**config.mk**
```make
export PLATFORM = sky130hd
export DESIGN_NAME = frog_objects_mux
export DESIGN_NICKNAME = d
export VERILOG_FILES = /design/src/rtl/frog_objects_mux.sv
export SDC_FILE = /design/constraint.sdc
export NUM_CORES = 1
export LEC_CHECK = 0
export BUFFER_PORTS_ARGS = -buffer_cell sky130_fd_sc_hd__buf_4
export CAP_MARGIN = 15
export CORE_ASPECT_RATIO = 1.1
export CORE_MARGIN = 2
export CORE_UTILIZATION = 43
export DETAILED_ROUTE_END_ITERATION = 7
export PLACE_DENSITY = 0.88
export SLEW_MARGIN = 10
export SYNTH_ARGS = -nofsm -noshare
export SYNTH_HDL_FRONTEND = slang
export SYNTH_SLANG_ARGS = --single-unit
```
**constraint.sdc**
```tcl
create_clock -name CLK -period 0.8 [get_ports CLK]
set_input_delay 0.08 -clock CLK [delete_from_list [all_inputs] [get_ports CLK]]
set_output_delay 0.08 -clock CLK [all_outputs]
set_load 0.02 [all_outputs]
```
**src/rtl/frog_objects_mux.sv**
```systemverilog
// Per-pixel priority compositor for the object drawers plus frog/hazard overlap
// detection with a one-shot per-frame collision event and per-frame hit summary.
module frog_objects_mux #(
    parameter int          NUM_OBJ     = 4,
    parameter logic [7:0]  TRANSPARENT = 8'hFF
) (
    input  logic                   CLK,
    input  logic                   RESET,
    input  logic                   startOfFrame,
    input  logic [NUM_OBJ-1:0]     draw_req,
    input  logic [8*NUM_OBJ-1:0]   obj_RGB,
    input  logic [7:0]             background_RGB,
    output logic [7:0]             mVGA_RGB,
    output logic                   collision_pulse,
    output logic [NUM_OBJ-1:0]     collision_mask,
    output logic                   frame_collision
);

    logic [NUM_OBJ-1:0] eff;
    logic [NUM_OBJ-1:0] hit;
    logic [NUM_OBJ-1:0] hit_accum;
    logic [7:0]         pixel;
    logic               armed;
    logic               armed_next;
    logic               pulse_fire;

    // Scan from lowest priority upward so the lowest effective index overwrites last.
    always_comb begin
        eff   = '0;
        hit   = '0;
        pixel = background_RGB;
        for (int k = NUM_OBJ - 1; k >= 0; k--) begin
            eff[k] = draw_req[k] && (obj_RGB[8*k +: 8] != TRANSPARENT);
            if (eff[k]) begin
                pixel = obj_RGB[8*k +: 8];
            end
        end
        for (int k = 1; k < NUM_OBJ; k++) begin
            hit[k] = eff[0] && eff[k];
        end
    end

    assign armed_next = startOfFrame | armed;
    assign pulse_fire = armed_next & (|hit);

    always_ff @(posedge CLK or posedge RESET) begin
        if (RESET) begin
            mVGA_RGB        <= 8'h00;
            collision_pulse <= 1'b0;
            collision_mask  <= '0;
            frame_collision <= 1'b0;
            hit_accum       <= '0;
            armed           <= 1'b1;
        end else begin
            mVGA_RGB        <= pixel;
            collision_pulse <= pulse_fire;
            armed           <= armed_next & ~pulse_fire;
            // On a frame boundary the current pixel already belongs to the new frame.
            if (startOfFrame) begin
                collision_mask  <= hit_accum;
                frame_collision <= |hit_accum;
                hit_accum       <= hit;
            end else begin
                hit_accum       <= hit_accum | hit;
            end
        end
    end

endmodule

```
==> results.cfg <==
[outcome]
run_status = finished with violations
violations = setup timing

[critical_path]
cp.required_ns = 0.72
cp-startpoint = collision_mask[1]
path_depth = 1
r2r-start = collision_mask[1]
cp_slowest_cell = dfrtp_2
crit_path_max_incr_delay_ns = 0.43
timing.critical_path.buf_inv = 1
arrival_ns = 0.86
worst-path-max-fanout = 2
worstRegToRegCells = 1
path_class = flop to primary output
cpLargestDelayFamily = flip-flops
cp_cell_sequence = buf_6
endpoint_kind = primary output
cp-start-kind = flop

[place]
portBuffers = 59
gp_congestion = 0.818
place_area_um2 = 1700
post-place-ws_ns = -0.325
dp_hpwl_mm = 2.73
dp_cells = 213

[synthesis]
synth_top_family_by_area = compound AO/OA/AOI/OAI gates
netlist_area_um2 = 1090
synth-xor-area-share = 0
ys_types = 26
postSynthCellCount = 110
synth_compound_area_frac = 0.244
ys_seq_area_frac = 0.392
synth-simple-area-share = 0.184
synthAdderAreaFrac = 0
syn_area_per_cell_um2 = 9.88
ys_seq_elements = 17
muxShareOfSynthArea = 0.105
synth.net_count = 157
yosys_warnings = 0

[worst_hold_path]
min_from = obj_RGB[1]
hold_class = primary input to flop
worstHoldPathCells = 3

[sta]
setup_viol = 15
finalHoldViolations = 0
rsz0062_at_grt = true
period_needed_ns = 0.943
fin_skew_ns = 0.00532
max_freq_mhz = 1060
setup_tns_ns = -1.44
drv_slew = 0
layout_setup_ws_ns = -0.143
min_period_over_period = 1.18

[route]
routedWlPerCell_um = 16.3
drt-total-wl_mm = 3.63
viasPerCell = 5.82
first_iter_violations = 49
dr.pass1.iters = 4
vias = 1292
drc = 0
postRouteAntennaNets = 0

[finish]
mostFrequentLayoutCell = buf_4
antenna_cells = 0
syn2layout_area_growth_pct = 72.8
fin_cells = 222
drive_gt1_frac = 0.555
nNetsFinal = 239
multi_input_area_um2 = 671
finalCoreUtilization = 0.768
final_area_um2 = 1880
final_cell_mix = buf_4 (66), buf_6 (14), inv_1 (13), dfrtp_1 (13)
fillers = 147
regArea_um2 = 430

[clock_network]
root_buffer = clkbuf_4
insertion_delay_ns = 0.29
cts_max_level = 1
clock_path_buffers = 2
numClockSinks = 17
cts_tree = built
cts_buffers = 3
path_clk_slew_ns = 0.10

[die]
fp.coreArea_um2 = 2450
initial_core_util = 0.444
pin_count = 61
die_w_um = 51.9
dieArea_um2 = 2950
die_h_um = 56.7
rows = 19

[power_and_ir_drop]
p_leak_uw = 0.000899
p_per_area_nw_per_um2 = 1270
peakVddDrop_v = 0.00114

[global_route]
grt_max_degree = 18
first_global_vias = 1287
grt_use_total = 0.248
antenna_found_initial = 0
grt.overflow.total = 0
grt_pass1_wl_mm = 5.57

[job]
maxCapViolations = 0
## power by group
group,total (uW),leakage [uW],internal [uW],switching [uW]
Combinational,915,0.000687,491,424
Sequential,1010,0.000194,952,53.7
Clock,461,0.0000177,186,275
Total,2380,0.000899,1630,752
## repair_timing
item / CTS / global route
endpoints found under the hold margin: 16 / 0
endpoints found under the setup margin: 15 / 23
pin swaps: 1 / 3
resized for setup: 14 / 10
gates cloned: 0 / 1
setup buffers: 2 / 1
hold buffers: 1 / 0
## area by class of cell
type,count,share of cell area
Clock buffer,3,0.0120
Clock inverter,1,0.00266
Inverter,13,0.0260
Multi-Input combinational cell,76,0.357
Sequential cell,17,0.229
Tap cell,31,0.0206
Timing Repair Buffer,81,0.353
## registers in the layout, indices dropped and copies added (netlist names)
signal and cells:
mVGA_RGB 8, collision_mask 3, hit_accum 3, armed 1
collision_pulse 1, frame_collision 1
## cells in the mapped netlist (all sizes together)
cell type,count,area (um^2)
a21bo,1,10.0
a21oi,8,40.0
a31oi,1,6.26
a32oi,8,70.1
a41oi,1,8.76
and4,2,22.5
and4b,8,80.1
buf,4,25.0
clkbuf,1,3.75
conb,1,3.75
dfrtp,16,400
dfstp,1,26.3
inv,13,48.8
mux2,3,33.8
mux2i,8,80.1
nand2,8,30.0
nand4,6,50.0
nor2,3,11.3
nor2b,1,6.26
o21a,2,15.0
o21ai,3,26.3
o221ai,8,70.1
o22ai,3,18.8
## cell families after synthesis
group	after synthesis
compound gates	35
buf+inv	18
flops	17
mux	11
other cells	1
simple gates	28
## routing by layer
layer,part of all wire,up-vias,routed length (um),track usage
met5,0,-,0,0
met4,0.044,0,160,0.132
li1,-,594,-,-
met1,0.39,614,1400,0.290
met3,0.050,15,182,0.0133
met2,0.52,69,1880,0.441
## per-stage QoR
| step | total power (uW) | hold WS (ns) |
|---|---|---|
| after detailed placement | 1800 | 0.106 |
| after floorplan | 1350 | 0.00513 |
| final | 2380 | 0.0173 |
| after global routing | 2480 | 0.0250 |
| after global placement | 1770 | 0.101 |
| after CTS | 2310 | 0.0207 |
## final timing paths
check	slack, ns	to
worst max-delay path	-0.14	collision_mask[1]
worst min-delay path	0.02	mVGA_RGB[1]
worst max register to register	0	collision_mask[1]
worst min register to register	0.52	collision_mask[2]
max in group asynchronous	0.20	armed
min in group asynchronous	0.35	mVGA_RGB[2]
(Power assumes the default switching activity.)
